`config.mk`:
```
export PLATFORM = sky130hd
export DESIGN_NAME = mac16_seq_flat
export DESIGN_NICKNAME = d
export VERILOG_FILES = /design/src/rtl/mac16_seq_if.sv /design/src/rtl/mac16_seq.sv /design/src/flat_wrapper.sv
export SDC_FILE = /design/constraint.sdc
export NUM_CORES = 1
export LEC_CHECK = 0
export ABC_AREA = 1
export ABC_CLOCK_PERIOD_IN_PS = 5500
export BUFFER_PORTS_ARGS = -buffer_cell sky130_fd_sc_hd__buf_2
export CORE_ASPECT_RATIO = 0.5
export CORE_UTILIZATION = 57
export CTS_BUF_LIST = sky130_fd_sc_hd__clkbuf_16
export DETAILED_ROUTE_END_ITERATION = 6
export GPL_ROUTABILITY_DRIVEN = 0
export PLACE_DENSITY = 0.79
export SETUP_SLACK_MARGIN = 0.15
export SYNTH_ARGS = -nofsm -noshare
export SYNTH_HDL_FRONTEND = slang
export SYNTH_SLANG_ARGS = --single-unit
```
`constraint.sdc`:
```
create_clock -name clk -period 5.5 [get_ports clk]
set_clock_uncertainty 0.2 [all_clocks]
set_input_delay 1.1 -clock clk [delete_from_list [all_inputs] [get_ports clk]]
set_output_delay 1.1 -clock clk [all_outputs]
set_load 0.02 [all_outputs]
```
`src/rtl/mac16_seq_if.sv`:
```
// mac16_seq_if: start/ready/done handshake and operand/result bus for mac16_seq
interface mac16_seq_if #(parameter int MUL_W = 16);
    logic             start;
    logic             ready;
    logic [MUL_W-1:0] mcand;
    logic [MUL_W-1:0] mplier;
    logic [31:0]      acc_in;
    logic             accum;
    logic [31:0]      result;
    logic             done;
    logic             ovf;

    modport master (output start, mcand, mplier, acc_in, accum, input ready, result, done, ovf);
    modport slave  (input start, mcand, mplier, acc_in, accum, output ready, result, done, ovf);
endinterface

```
`src/rtl/mac16_seq.sv`:
```
// mac16_seq: sequential multiply-accumulate, two multiplier bits per clock via one 3-operand adder; MAC16_SEQ_SAT_EN saturates result on overflow
module mac16_seq #(
    parameter int MUL_W = 16
) (
    input logic        clk,
    input logic        resetl,
    mac16_seq_if.slave bus
);
    localparam logic [1:0] IDLE = 2'd0;
    localparam logic [1:0] RUN  = 2'd1;
    localparam logic [1:0] DONE = 2'd2;
    localparam int CW = $clog2(MUL_W / 2 + 1);
    localparam logic [CW-1:0] LAST = CW'(MUL_W / 2 - 1);

    logic [1:0]       state;
    logic [CW-1:0]    count;
    logic [MUL_W-1:0] mcand_r;
    logic [MUL_W-1:0] mplier_r;
    logic [31:0]      acc;
    logic [31:0]      result;
    logic             ovf;
    logic [4:0]       sh0;
    logic [4:0]       sh1;
    logic             bit0;
    logic             bit1;
    logic [31:0]      mc_ext;
    logic [31:0]      op_b;
    logic [31:0]      op_c;
    logic [33:0]      sum;
    logic             ovf_n;
    logic [31:0]      res_n;

    assign bus.ready  = state == IDLE;
    assign bus.done   = state == DONE;
    assign bus.result = result;
    assign bus.ovf    = ovf;

    // adder pass for step k: acc + partial products of multiplier bits 2k and 2k+1
    always_comb begin
        sh0    = 5'({count, 1'b0});
        sh1    = 5'({count, 1'b1});
        bit0   = |(mplier_r & (MUL_W'(1) << sh0));
        bit1   = |(mplier_r & (MUL_W'(1) << sh1));
        mc_ext = 32'(mcand_r);
        op_b   = bit0 ? mc_ext << sh0 : '0;
        op_c   = bit1 ? mc_ext << sh1 : '0;
        sum    = 34'(acc) + 34'(op_b) + 34'(op_c);
        ovf_n  = ovf | sum[32] | sum[33];
`ifdef MAC16_SEQ_SAT_EN
        res_n  = ovf_n ? 32'hFFFF_FFFF : sum[31:0];
`else
        res_n  = sum[31:0];
`endif
    end

    // IDLE accepts operands, RUN retires two bits per edge, DONE presents result for one cycle
    always_ff @(posedge clk or negedge resetl) begin
        if (!resetl) begin
            state    <= IDLE;
            count    <= '0;
            mcand_r  <= '0;
            mplier_r <= '0;
            acc      <= '0;
            result   <= '0;
            ovf      <= 1'b0;
        end else begin
            case (state)
                IDLE: if (bus.start) begin
                    mcand_r  <= bus.mcand;
                    mplier_r <= bus.mplier;
                    acc      <= bus.accum ? bus.acc_in : '0;
                    ovf      <= 1'b0;
                    count    <= '0;
                    state    <= RUN;
                end
                RUN: begin
                    acc <= sum[31:0];
                    ovf <= ovf_n;
                    if (count == LAST) begin
                        result <= res_n;
                        state  <= DONE;
                    end else begin
                        count <= count + 1'b1;
                    end
                end
                DONE:    state <= IDLE;
                default: state <= IDLE;
            endcase
        end
    end
endmodule

```
`src/flat_wrapper.sv`:
```
// flat-port wrapper written by rule: the top's interface ports become plain ports
module mac16_seq_flat 
#(
    parameter int MUL_W = 16
)
  (clk, resetl, bus_start, bus_mcand, bus_mplier, bus_acc_in, bus_accum, bus_ready, bus_result, bus_done, bus_ovf);
  mac16_seq_if #(.MUL_W(MUL_W)) bus_i ();
  input logic clk;
  input logic resetl;
  input wire logic [$bits(bus_i.start)-1:0] bus_start;
  input wire logic [$bits(bus_i.mcand)-1:0] bus_mcand;
  input wire logic [$bits(bus_i.mplier)-1:0] bus_mplier;
  input wire logic [$bits(bus_i.acc_in)-1:0] bus_acc_in;
  input wire logic [$bits(bus_i.accum)-1:0] bus_accum;
  output wire logic [$bits(bus_i.ready)-1:0] bus_ready;
  output wire logic [$bits(bus_i.result)-1:0] bus_result;
  output wire logic [$bits(bus_i.done)-1:0] bus_done;
  output wire logic [$bits(bus_i.ovf)-1:0] bus_ovf;
  assign bus_i.start = bus_start;
  assign bus_i.mcand = bus_mcand;
  assign bus_i.mplier = bus_mplier;
  assign bus_i.acc_in = bus_acc_in;
  assign bus_i.accum = bus_accum;
  assign bus_ready = bus_i.ready;
  assign bus_result = bus_i.result;
  assign bus_done = bus_i.done;
  assign bus_ovf = bus_i.ovf;
  mac16_seq #(.MUL_W(MUL_W)) u_core (.clk(clk), .resetl(resetl), .bus(bus_i));
endmodule
```
==> results of run 1 <==
## what timing repair did
action,in CTS,in global routing
setup endpoints to repair,0,33
gates resized for setup,0,66
buffers inserted,0,7
## worst paths after layout
kind / start / endpoint / slack, ps / cells after the start
setup / recovery: u_core.count[0]$_DFFE_PN0P_ / u_core.bus.result[28]$_DFFE_PN0P_ / 260 / 28
hold / removal: u_core.bus.result[11]$_DFFE_PN0P_ / u_core.bus.result[11]$_DFFE_PN0P_ / 280 / 2
setup reg to reg: u_core.count[0]$_DFFE_PN0P_ / u_core.bus.result[28]$_DFFE_PN0P_ / 260 / 28
hold reg to reg: u_core.bus.result[11]$_DFFE_PN0P_ / u_core.bus.result[11]$_DFFE_PN0P_ / 280 / 2
max in group asynchronous: resetl / u_core.acc[26]$_DFFE_PN0P_ / 3410 / 2
min in group asynchronous: resetl / u_core.acc[16]$_DFFE_PN0P_ / 680 / 1
## state kept, by name, indices dropped and copies added, names as in the netlist
signal	flops
u_core.acc	32
u_core.bus.ovf	1
u_core.bus.result	32
u_core.count	4
u_core.mcand_r	16
u_core.mplier_r	16
u_core.state	2
## metrics by stage
step / area (um^2) / setup WS, ps
after floorplan: 9320 / 796
after global placement: 10000 / 465
after detailed placement: 10000 / 270
after CTS: 10300 / 237
after global routing: 10600 / 8.47
final: 10600 / 261
## synthesized netlist by cell type (all sizes together) (5+ instances only)
| library cell | n | area share, % |
|---|---|---|
| nand2 | 525 | 22 |
| nor2 | 167 | 7.0 |
| inv | 130 | 5.3 |
| dfrtp | 103 | 28 |
| a21oi | 86 | 4.9 |
| o21ai | 72 | 4.0 |
| ha | 69 | 9.3 |
| nand3 | 66 | 3.6 |
| a31oi | 28 | 1.9 |
| xor2 | 27 | 2.5 |
| clkbuf | 25 | 1.0 |
| xnor2 | 19 | 1.8 |
| buf | 18 | 1.4 |
| nor3 | 15 | 0.91 |
| a21o | 13 | 1.0 |
| o21bai | 10 | 0.93 |
| nand4 | 8 | 0.54 |
| o211ai | 8 | 0.65 |
| a22oi | 6 | 0.48 |
| or2 | 6 | 0.40 |
| o22ai | 5 | 0.34 |
## cells by family (layout without fill, tap and decap cells)
| logic type | count (synthesis) | in the layout |
|---|---|---|
| adders and majority gates | 71 | 71 |
| xor gates and xnor gates | 46 | 46 |
| AOI/OAI and AO/OA | 238 | 238 |
| muxes | 4 | 4 |
| and+or+nand+nor | 796 | 796 |
| DFF | 103 | 103 |
| other | 1 | 3 |
| buffers and inverters | 174 | 273 |
## cell type report
type,count,area (um^2),share of cell area [%]
multi-input cells,1158,6250,59.0
flip-flops and latches,103,2580,24.4
repair buffers,125,689,6.51
inverters,131,507,4.78
well taps,221,277,2.61
clock buffers,9,225,2.13
clock inverters,7,56.3,0.532
repair inverters,1,8.76,0.0827
## worst register-to-register path: cells and delay by family (launching register included)
| family | cells | cell delay (ps) |
|---|---|---|
| xor gates and xnor gates | 1 | 90 |
| DFF | 1 | 460 |
| buffers and inverters | 5 | 460 |
| and+or+nand+nor | 13 | 1570 |
| AOI/OAI and AO/OA | 5 | 1180 |
| adders and majority gates | 4 | 1150 |
## layer usage
metal / global-route usage (%) / up-vias
met5: 0 / -
met4: 9.31 / 0
met3: 10.9 / 104
met2: 52.1 / 666
met1: 54.4 / 4616
li1: - / 4834
==> impl_metrics.json, run 1 <==
{
  "seq_area_frac_synth_pct": 27.7,
  "ys_types": 55,
  "grt_pass1_vias": 9307,
  "critPathMaxFanout": 14,
  "worst_pin_slew_ps": 951,
  "final_common_cell": "nand2_1",
  "grt_max_degree": 75,
  "crit_required_ps": 5550,
  "wl_met3_um": 4470,
  "crit_buf_inv": 5,
  "timing.setup.tns_ps": 0,
  "first_iter_violations": 1579,
  "fill_cells": 1448,
  "cts_hold_buffers": 0,
  "slew_viol_final": 0,
  "finalHoldViolations": 0,
  "cts_tree": "done",
  "drtAntennaViolNets": 0,
  "grt.total_usage_pct": 36.9,
  "place_hpwl_um": 23100,
  "overflow": 0,
  "htreeDepth": 3,
  "drive_gt1_share_pct": 16.0,
  "numPortBuffers": 102,
  "num_rows": 32,
  "cp-end-kind": "flop",
  "final_cell_mix": "nand2_1 (504), nor2_1 (147), inv_1 (116)",
  "status": "complete, but fails checks",
  "cts-root-buf": "clkbuf_16",
  "slowest_delay_ps": 460,
  "holdWs_ps": 275,
  "synth-async-reset-ratio_pct": 100,
  "hp-class": "flop to flop",
  "startpoint_type": "flop",
  "cp_top_family": "simple AND/OR/NAND/NOR gates",
  "synthAdderAreaFrac_pct": 9.71,
  "synthSimpleGateAreaFrac_pct": 34.8,
  "start_util_pct": 59.3,
  "drtPass1Iterations": 7,
  "highest_layer": "met4",
  "synth_compound_area_share_pct": 15.3,
  "final.period_utilization_pct": 95.3,
  "grt_pass1_wl_um": 48000,
  "numCtsBuffers": 9,
  "relSlewSlack_pct": 36.5,
  "critical_path_class": "flop to flop",
  "max_freq_ghz": 0.191,
  "die_x_um": 183,
  "cts_buffer_depth": 2,
  "drc_errors": 1,
  "clk_latency_ps": 380,
  "routed-wl-met2_um": 12000,
  "dp_cells": 1731,
  "cap_violations": 0,
  "post-route-min-period_ps": 5240,
  "synth_top_family_by_area": "simple AND/OR/NAND/NOR gates",
  "rsz0062_at_grt": "true",
  "ys_warn_count": 0,
  "dieArea_mm2": 0.0169,
  "areaGrowthSynthToFinish_pct": 13.8,
  "clkTransAtPathRegs_ps": 70,
  "wl_per_cell_um": 17.6,
  "netlist_area_mm2": 0.00931,
  "worstPathArrival_ps": 5290,
  "synth_edf_count": 0,
  "ios": 103,
  "die-height_um": 92.4,
  "synth_seq_cells": 103,
  "synth_flop_cell": "dfrtp_1",
  "wl_met1_um": 13600,
  "final_cells": 1755,
  "vias": 10220,
  "core_mm2": 0.0157,
  "grt_antenna_before_repair": 0,
  "violations": "design-rule violations",
  "via_per_inst": 5.82,
  "syn_area_per_cell_um2": 6.50,
  "nets": 1668,
  "antennaDiodeCount": 0,
  "syn-instance-count": 1433,
  "cts_sinks": 103,
  "utilization_pct": 67.5,
  "setup_viol": 0,
  "synthMuxAreaShare_pct": 0.430,
  "synthXorXnorAreaFrac_pct": 4.33,
  "cp_slowest_cell": "dfrtp_2",
  "finalWirelength_um": 30800
}
Power of run 1 is not shown: default switching activity piles up to over one toggle a cycle in this logic, so the estimate is an artifact.
==> inputs of run 2 (changes only) <==
Settings changed: ABC_AREA 1 to default, GPL_ROUTABILITY_DRIVEN 0 to default.
==> run 2 against run 1 <==
  * The run ends with design-rule violations, negative setup slack left
  * Core utilization rose by 13 points
  * Sequential share of layout area fell by 2.2 points
  * Hold slack improved by 5.3 ps
  * First-iteration DRC count fell by 21%
==> impl_metrics.json, run 2 <==
{
  "antennaDiodeCount": 0,
  "synth-async-reset-ratio_pct": 100,
  "worstPathArrival_ps": 6250,
  "synth_edf_count": 0,
  "ys_warn_count": 0,
  "multiInputGateArea_mm2": 0.00628,
  "drtPass1Iterations": 7,
  "fill_cells": 967,
  "cts-root-buf": "clkbuf_16",
  "ys_types": 65,
  "finalWirelength_um": 31200,
  "clk_latency_ps": 370,
  "worst_slack_ps": -708,
  "cp_slowest_cell": "dfrtp_1",
  "globalplace.congestion": 0.982,
  "syn_area_per_cell_um2": 8.07,
  "relSlewSlack_pct": 21.5,
  "netlist_area_mm2": 0.00848,
  "hp-class": "flop to flop",
  "final-seq-area_mm2": 0.00258,
  "drtAntennaViolNets": 0,
  "critical_path_class": "flop to flop",
  "biggestRegsByFlops": "u_core.acc x32, u_core.bus.result x32",
  "critPathMaxFanout": 4,
  "synthTopCellsByArea": "dfrtp_1 (30%), ha_1 (10%), nor2_1 (6.2%)",
  "clkTransAtPathRegs_ps": 80,
  "cts_buffer_depth": 2,
  "worst_pin_slew_ps": 1170,
  "cap_violations": 0,
  "syn-instance-count": 1051,
  "dieArea_mm2": 0.0154,
  "place_hpwl_um": 21200,
  "synth_area_leader_cell": "dfrtp_1",
  "cts_tree": "done",
  "final.period_utilization_pct": 113,
  "grt_pass1_wl_um": 44800,
  "finalHoldViolations": 0,
  "crit_required_ps": 5540,
  "cts_sinks": 103,
  "grt_antenna_before_repair": 0,
  "grt_max_degree": 71,
  "first_iter_violations": 1251,
  "grt.total_usage_pct": 37.9,
  "die_x_um": 174,
  "status": "complete, but fails checks",
  "final_cell_mix": "buf_4 (173), nor2_1 (134), nand2_1 (118)",
  "htreeDepth": 3,
  "drc_errors": 2,
  "yosysMostFrequentCell": "nor2_1",
  "ios": 103,
  "cp-end-kind": "flop",
  "start_util_pct": 58.5,
  "num_rows": 31,
  "drive_gt1_share_pct": 36.6,
  "nets": 1444,
  "numCtsBuffers": 9,
  "rsz0062_at_grt": "true",
  "synth_seq_cells": 103,
  "grt_pass1_vias": 8853,
  "wl_per_cell_um": 20.7,
  "post-route-min-period_ps": 6210,
  "seq_area_frac_synth_pct": 30.4,
  "synthTopCellsByCount": "nor2_1 (139), nand2_1 (122), dfrtp_1 (103), a21oi_1 (92), o21ai_0 (84)",
  "final_common_cell": "buf_4",
  "synth_top_area_share_pct": 30.4,
  "overflow": 0,
  "via_per_inst": 6.34,
  "synth_flop_cell": "dfrtp_1",
  "max_freq_ghz": 0.161,
  "vias": 9567,
  "crit_top_cell": "buf_4",
  "numPortBuffers": 102,
  "setup_viol": 37,
  "areaGrowthSynthToFinish_pct": 37.0,
  "core_mm2": 0.0145,
  "slowest_delay_ps": 430,
  "utilization_pct": 80.1,
  "die-height_um": 88.2,
  "slew_viol_final": 0,
  "startpoint_type": "flop",
  "violations": "design-rule violations, negative setup slack"
}
run 2: cell types whose count changed after synthesis, moves of 14 or more:
cell      before  now
inv_1        116   19
a211oi_1       0   14
o21ai_1       17    2
nor2_1       160  139
o21ai_0       53   84
nor2b_1        0   22
mux2_2         0   38
clkbuf_1      25   49
nand3_1       65   27
nand2_1      512  122
run 2: logic make-up after synthesis:
| logic type | count (synthesis) | share of synthesized area (%) |
|---|---|---|
| other | 1 | 0.0442 |
| XOR/XNOR | 50 | 5.16 |
| AO/OA/AOI/OAI | 322 | 23.8 |
| flip-flops | 103 | 30.4 |
| buffers and inverters | 78 | 3.50 |
| adder cells (fa/ha/maj) | 71 | 10.7 |
| multiplexers | 55 | 7.20 |
| AND/OR/NAND/NOR | 371 | 19.2 |
run 2: layout make-up:
type	instances	share of cell area [%]
multi-input cells	872	54.1
clock buffers	9	1.94
clock inverters	7	0.894
flip-flops and latches	103	22.2
well taps	198	2.13
repair buffers	298	18.0
inverters	21	0.776
run 2: critical path: cells and delay by family (launching register included):
family | cells | cell delay [ps]
AOI/OAI and AO/OA | 14 | 2400
xor gates and xnor gates | 2 | 480
adders and majority gates | 3 | 830
buffers and inverters | 6 | 790
DFF | 1 | 430
and+or+nand+nor | 6 | 960
run 2: routing by layer:
layer | GRT usage [%] | routed length [um] | up-vias
met4 | 16.1 | 1480 | 0
li1 | - | - | 4282
met2 | 65.5 | 14500 | 580
met1 | 47.1 | 12300 | 4545
met3 | 8.16 | 2890 | 160
met5 | 0 | 0 | -
run 2: worst paths after layout:
kind	slack, ps	endpoint	startpoint	cells past startpoint
max reg2reg	-710	u_core.acc[27]$_DFFE_PN0P_	u_core.count[1]$_DFFE_PN0P_	31
max in group asynchronous	3410	u_core.acc[30]$_DFFE_PN0P_	resetl	2
min	280	u_core.bus.result[18]$_DFFE_PN0P_	u_core.bus.result[18]$_DFFE_PN0P_	2
min in group asynchronous	660	u_core.mplier_r[5]$_DFFE_PN0P_	resetl	1
max	-710	u_core.acc[27]$_DFFE_PN0P_	u_core.count[1]$_DFFE_PN0P_	31
min reg2reg	280	u_core.bus.result[18]$_DFFE_PN0P_	u_core.bus.result[18]$_DFFE_PN0P_	2
run 2: through the flow:
step	setup TNS [ps]	area [um^2]	setup slack (ps)	hold slack, ps	cells
2_1_floorplan	-4130	8700	-471	256	1053
3_3_place_gp	-5840	10400	-414	254	1454
3_5_place_dp	-9610	10400	-525	259	1454
4_1_cts	-5190	11200	-351	276	1495
5_1_grt	-25730	11600	-1040	305	1508
6_report	-15690	11600	-708	281	1508
run 2: repair_timing:
| item | in CTS | in global routing |
|---|---|---|
| setup buffers | 25 | 13 |
| endpoints found under the setup margin | 38 | 43 |
| pin swaps | 60 | 49 |
| hold buffers | 0 | 0 |
| gates resized for setup | 93 | 66 |
Power of run 2 is left out for the same reason.
==> inputs of run 3 (changes only) <==
Settings changed: CORE_MARGIN from default to 2, CORE_UTILIZATION 57 to 59, PLACE_DENSITY 0.79 to 0.82.
==> run 3 against run 2 <==
  * The flow still finishes with violations (design-rule violations, negative setup slack)
  * Final cell count fell by 0.40%
  * Routed wire length rose by 9.5%
  * Sequential cell count did not move
  * Via count rose by 3.7%
  * Setup slack got worse by 270 ps
  * Global-route usage rose by 1.1 points
  * Register-to-register slack got worse by 270 ps
  * Count of clock-buffer cells in the layout did not move
  * Sequential share of layout area rose by 0.16 points
  * First-iteration DRC count fell by 0.64%
  * Non-clock buffer count rose by 1
  * Critical endpoint is now u_core.bus.ovf$_DFFE_PN0P_
==> impl_metrics.json, run 3 (same netlist as run 2, synthesis figures left out) <==
{
  "worst_slack_ps": -983,
  "final_cell_mix": "buf_4 (179), nor2_1 (133), nand2_1 (116)",
  "overflow": 0,
  "core_mm2": 0.0138,
  "wl_per_cell_um": 22.7,
  "biggestRegsByFlops": "u_core.acc x32, u_core.bus.result x32",
  "placed_area_mm2": 0.0104,
  "clk_latency_ps": 370,
  "numPortBuffers": 102,
  "drtAntennaViolNets": 0,
  "status": "complete, but fails checks",
  "antennaDiodeCount": 0,
  "critical_path_class": "flop to flop",
  "grt_pass1_vias": 9200,
  "fill_cells": 770,
  "setup_viol": 40,
  "dp_cells": 1454,
  "cp-end-kind": "flop",
  "startpoint_type": "flop",
  "max_freq_ghz": 0.154,
  "grt_antenna_before_repair": 0,
  "violations": "design-rule violations, negative setup slack",
  "num_rows": 30,
  "start_util_pct": 61.6,
  "htreeDepth": 3,
  "grt_pass1_wl_um": 46700,
  "final.period_utilization_pct": 118,
  "areaGrowthSynthToFinish_pct": 36.0,
  "grt.total_usage_pct": 39.1,
  "die-height_um": 88.8,
  "cts_buffer_depth": 2,
  "cap_violations": 0,
  "slowest_delay_ps": 450,
  "place_hpwl_um": 21500,
  "drc_errors": 6,
  "globalplace.congestion": 0.996,
  "numCtsBuffers": 9,
  "cts-root-buf": "clkbuf_16",
  "hp-class": "flop to flop",
  "cp_slowest_cell": "o311a_1",
  "dieArea_mm2": 0.0154,
  "clkTransAtPathRegs_ps": 80,
  "relSlewSlack_pct": 19.4,
  "drive_gt1_share_pct": 35.9,
  "critPathMaxFanout": 18,
  "cts_sinks": 103,
  "final_common_cell": "buf_4",
  "finalInstanceArea_mm2": 0.0115,
  "worst_pin_slew_ps": 1210,
  "dp_slack_ps": -601,
  "post-route-min-period_ps": 6480,
  "utilization_pct": 83.7,
  "ios": 103,
  "drtPass1Iterations": 7,
  "crit_required_ps": 5580,
  "cts_tree": "done",
  "first_iter_violations": 1243,
  "worstPathArrival_ps": 6570,
  "vias": 9923,
  "nets": 1445,
  "slew_viol_final": 0,
  "finalWirelength_um": 34100,
  "rsz0062_at_grt": "true",
  "finalHoldViolations": 0,
  "grt_max_degree": 70,
  "die_x_um": 174,
  "via_per_inst": 6.61,
  "final_cells": 1502
}
-- run 3: cell count changes in the layout (fill, tap and decap cells not counted), sizes merged --
| cell | delta |
|---|---|
| buf | +1 |
| bufinv | -1 |
| clkinvlp | -1 |
| inv | +1 |
-- run 3: final cells by class --
| class | count | area [um^2] | area share (%) |
|---|---|---|---|
| multi-input combinational | 872 | 6270 | 54.4 |
| sequential | 103 | 2580 | 22.4 |
| timing repair buffer | 299 | 2060 | 17.8 |
| tap | 192 | 240 | 2.08 |
| clock buffer | 9 | 225 | 1.95 |
| inverter | 21 | 92.6 | 0.803 |
| clock inverter | 6 | 68.8 | 0.597 |
-- run 3: final timing paths --
kind / startpoint / end / slack [ps] / cells past startpoint
max: u_core.count[1]$_DFFE_PN0P_ / u_core.bus.ovf$_DFFE_PN0P_ / -980 / 28
min: u_core.bus.result[16]$_DFFE_PN0P_ / u_core.bus.result[16]$_DFFE_PN0P_ / 280 / 2
max reg2reg: u_core.count[1]$_DFFE_PN0P_ / u_core.bus.ovf$_DFFE_PN0P_ / -980 / 28
min reg2reg: u_core.bus.result[16]$_DFFE_PN0P_ / u_core.bus.result[16]$_DFFE_PN0P_ / 280 / 2
max in group asynchronous: resetl / u_core.bus.result[17]$_DFFE_PN0P_ / 3400 / 2
min in group asynchronous: resetl / u_core.mplier_r[10]$_DFFE_PN0P_ / 660 / 1
-- run 3: timing repair --
action,CTS,global route
gates cloned,1,0
hold endpoints to repair,0,0
endpoints found under the setup margin,36,45
pin swaps,38,44
gates resized for setup,61,81
setup buffers,15,17
hold buffers,0,0
-- run 3: metal layers --
metal	vias to the layer above	wire, um	GRT usage, %
li1	4272	-	-
met1	4613	12400	46.5
met2	776	15000	68.0
met3	262	4190	9.66
met4	0	2600	19.0
met5	-	0	0
-- run 3: per-stage QoR --
step | setup TNS (ps) | hold WS, ps
floorplan | -4130 | 256
global placement | -5610 | 253
detailed placement | -10280 | 262
CTS | -6400 | 278
global route | -31210 | 297
finish | -22580 | 279
-- run 3: critical path: cells and delay by family (launching register included) --
family                   cells  cell delay [ps]
adder cells (fa/ha/maj)      2              600
AND/OR/NAND/NOR              3              300
AO/OA/AOI/OAI               17             3970
multiplexers                 1              130
flip-flops                   1              400
buffers and inverters        5              800
Power of run 3 is left out for the same reason.
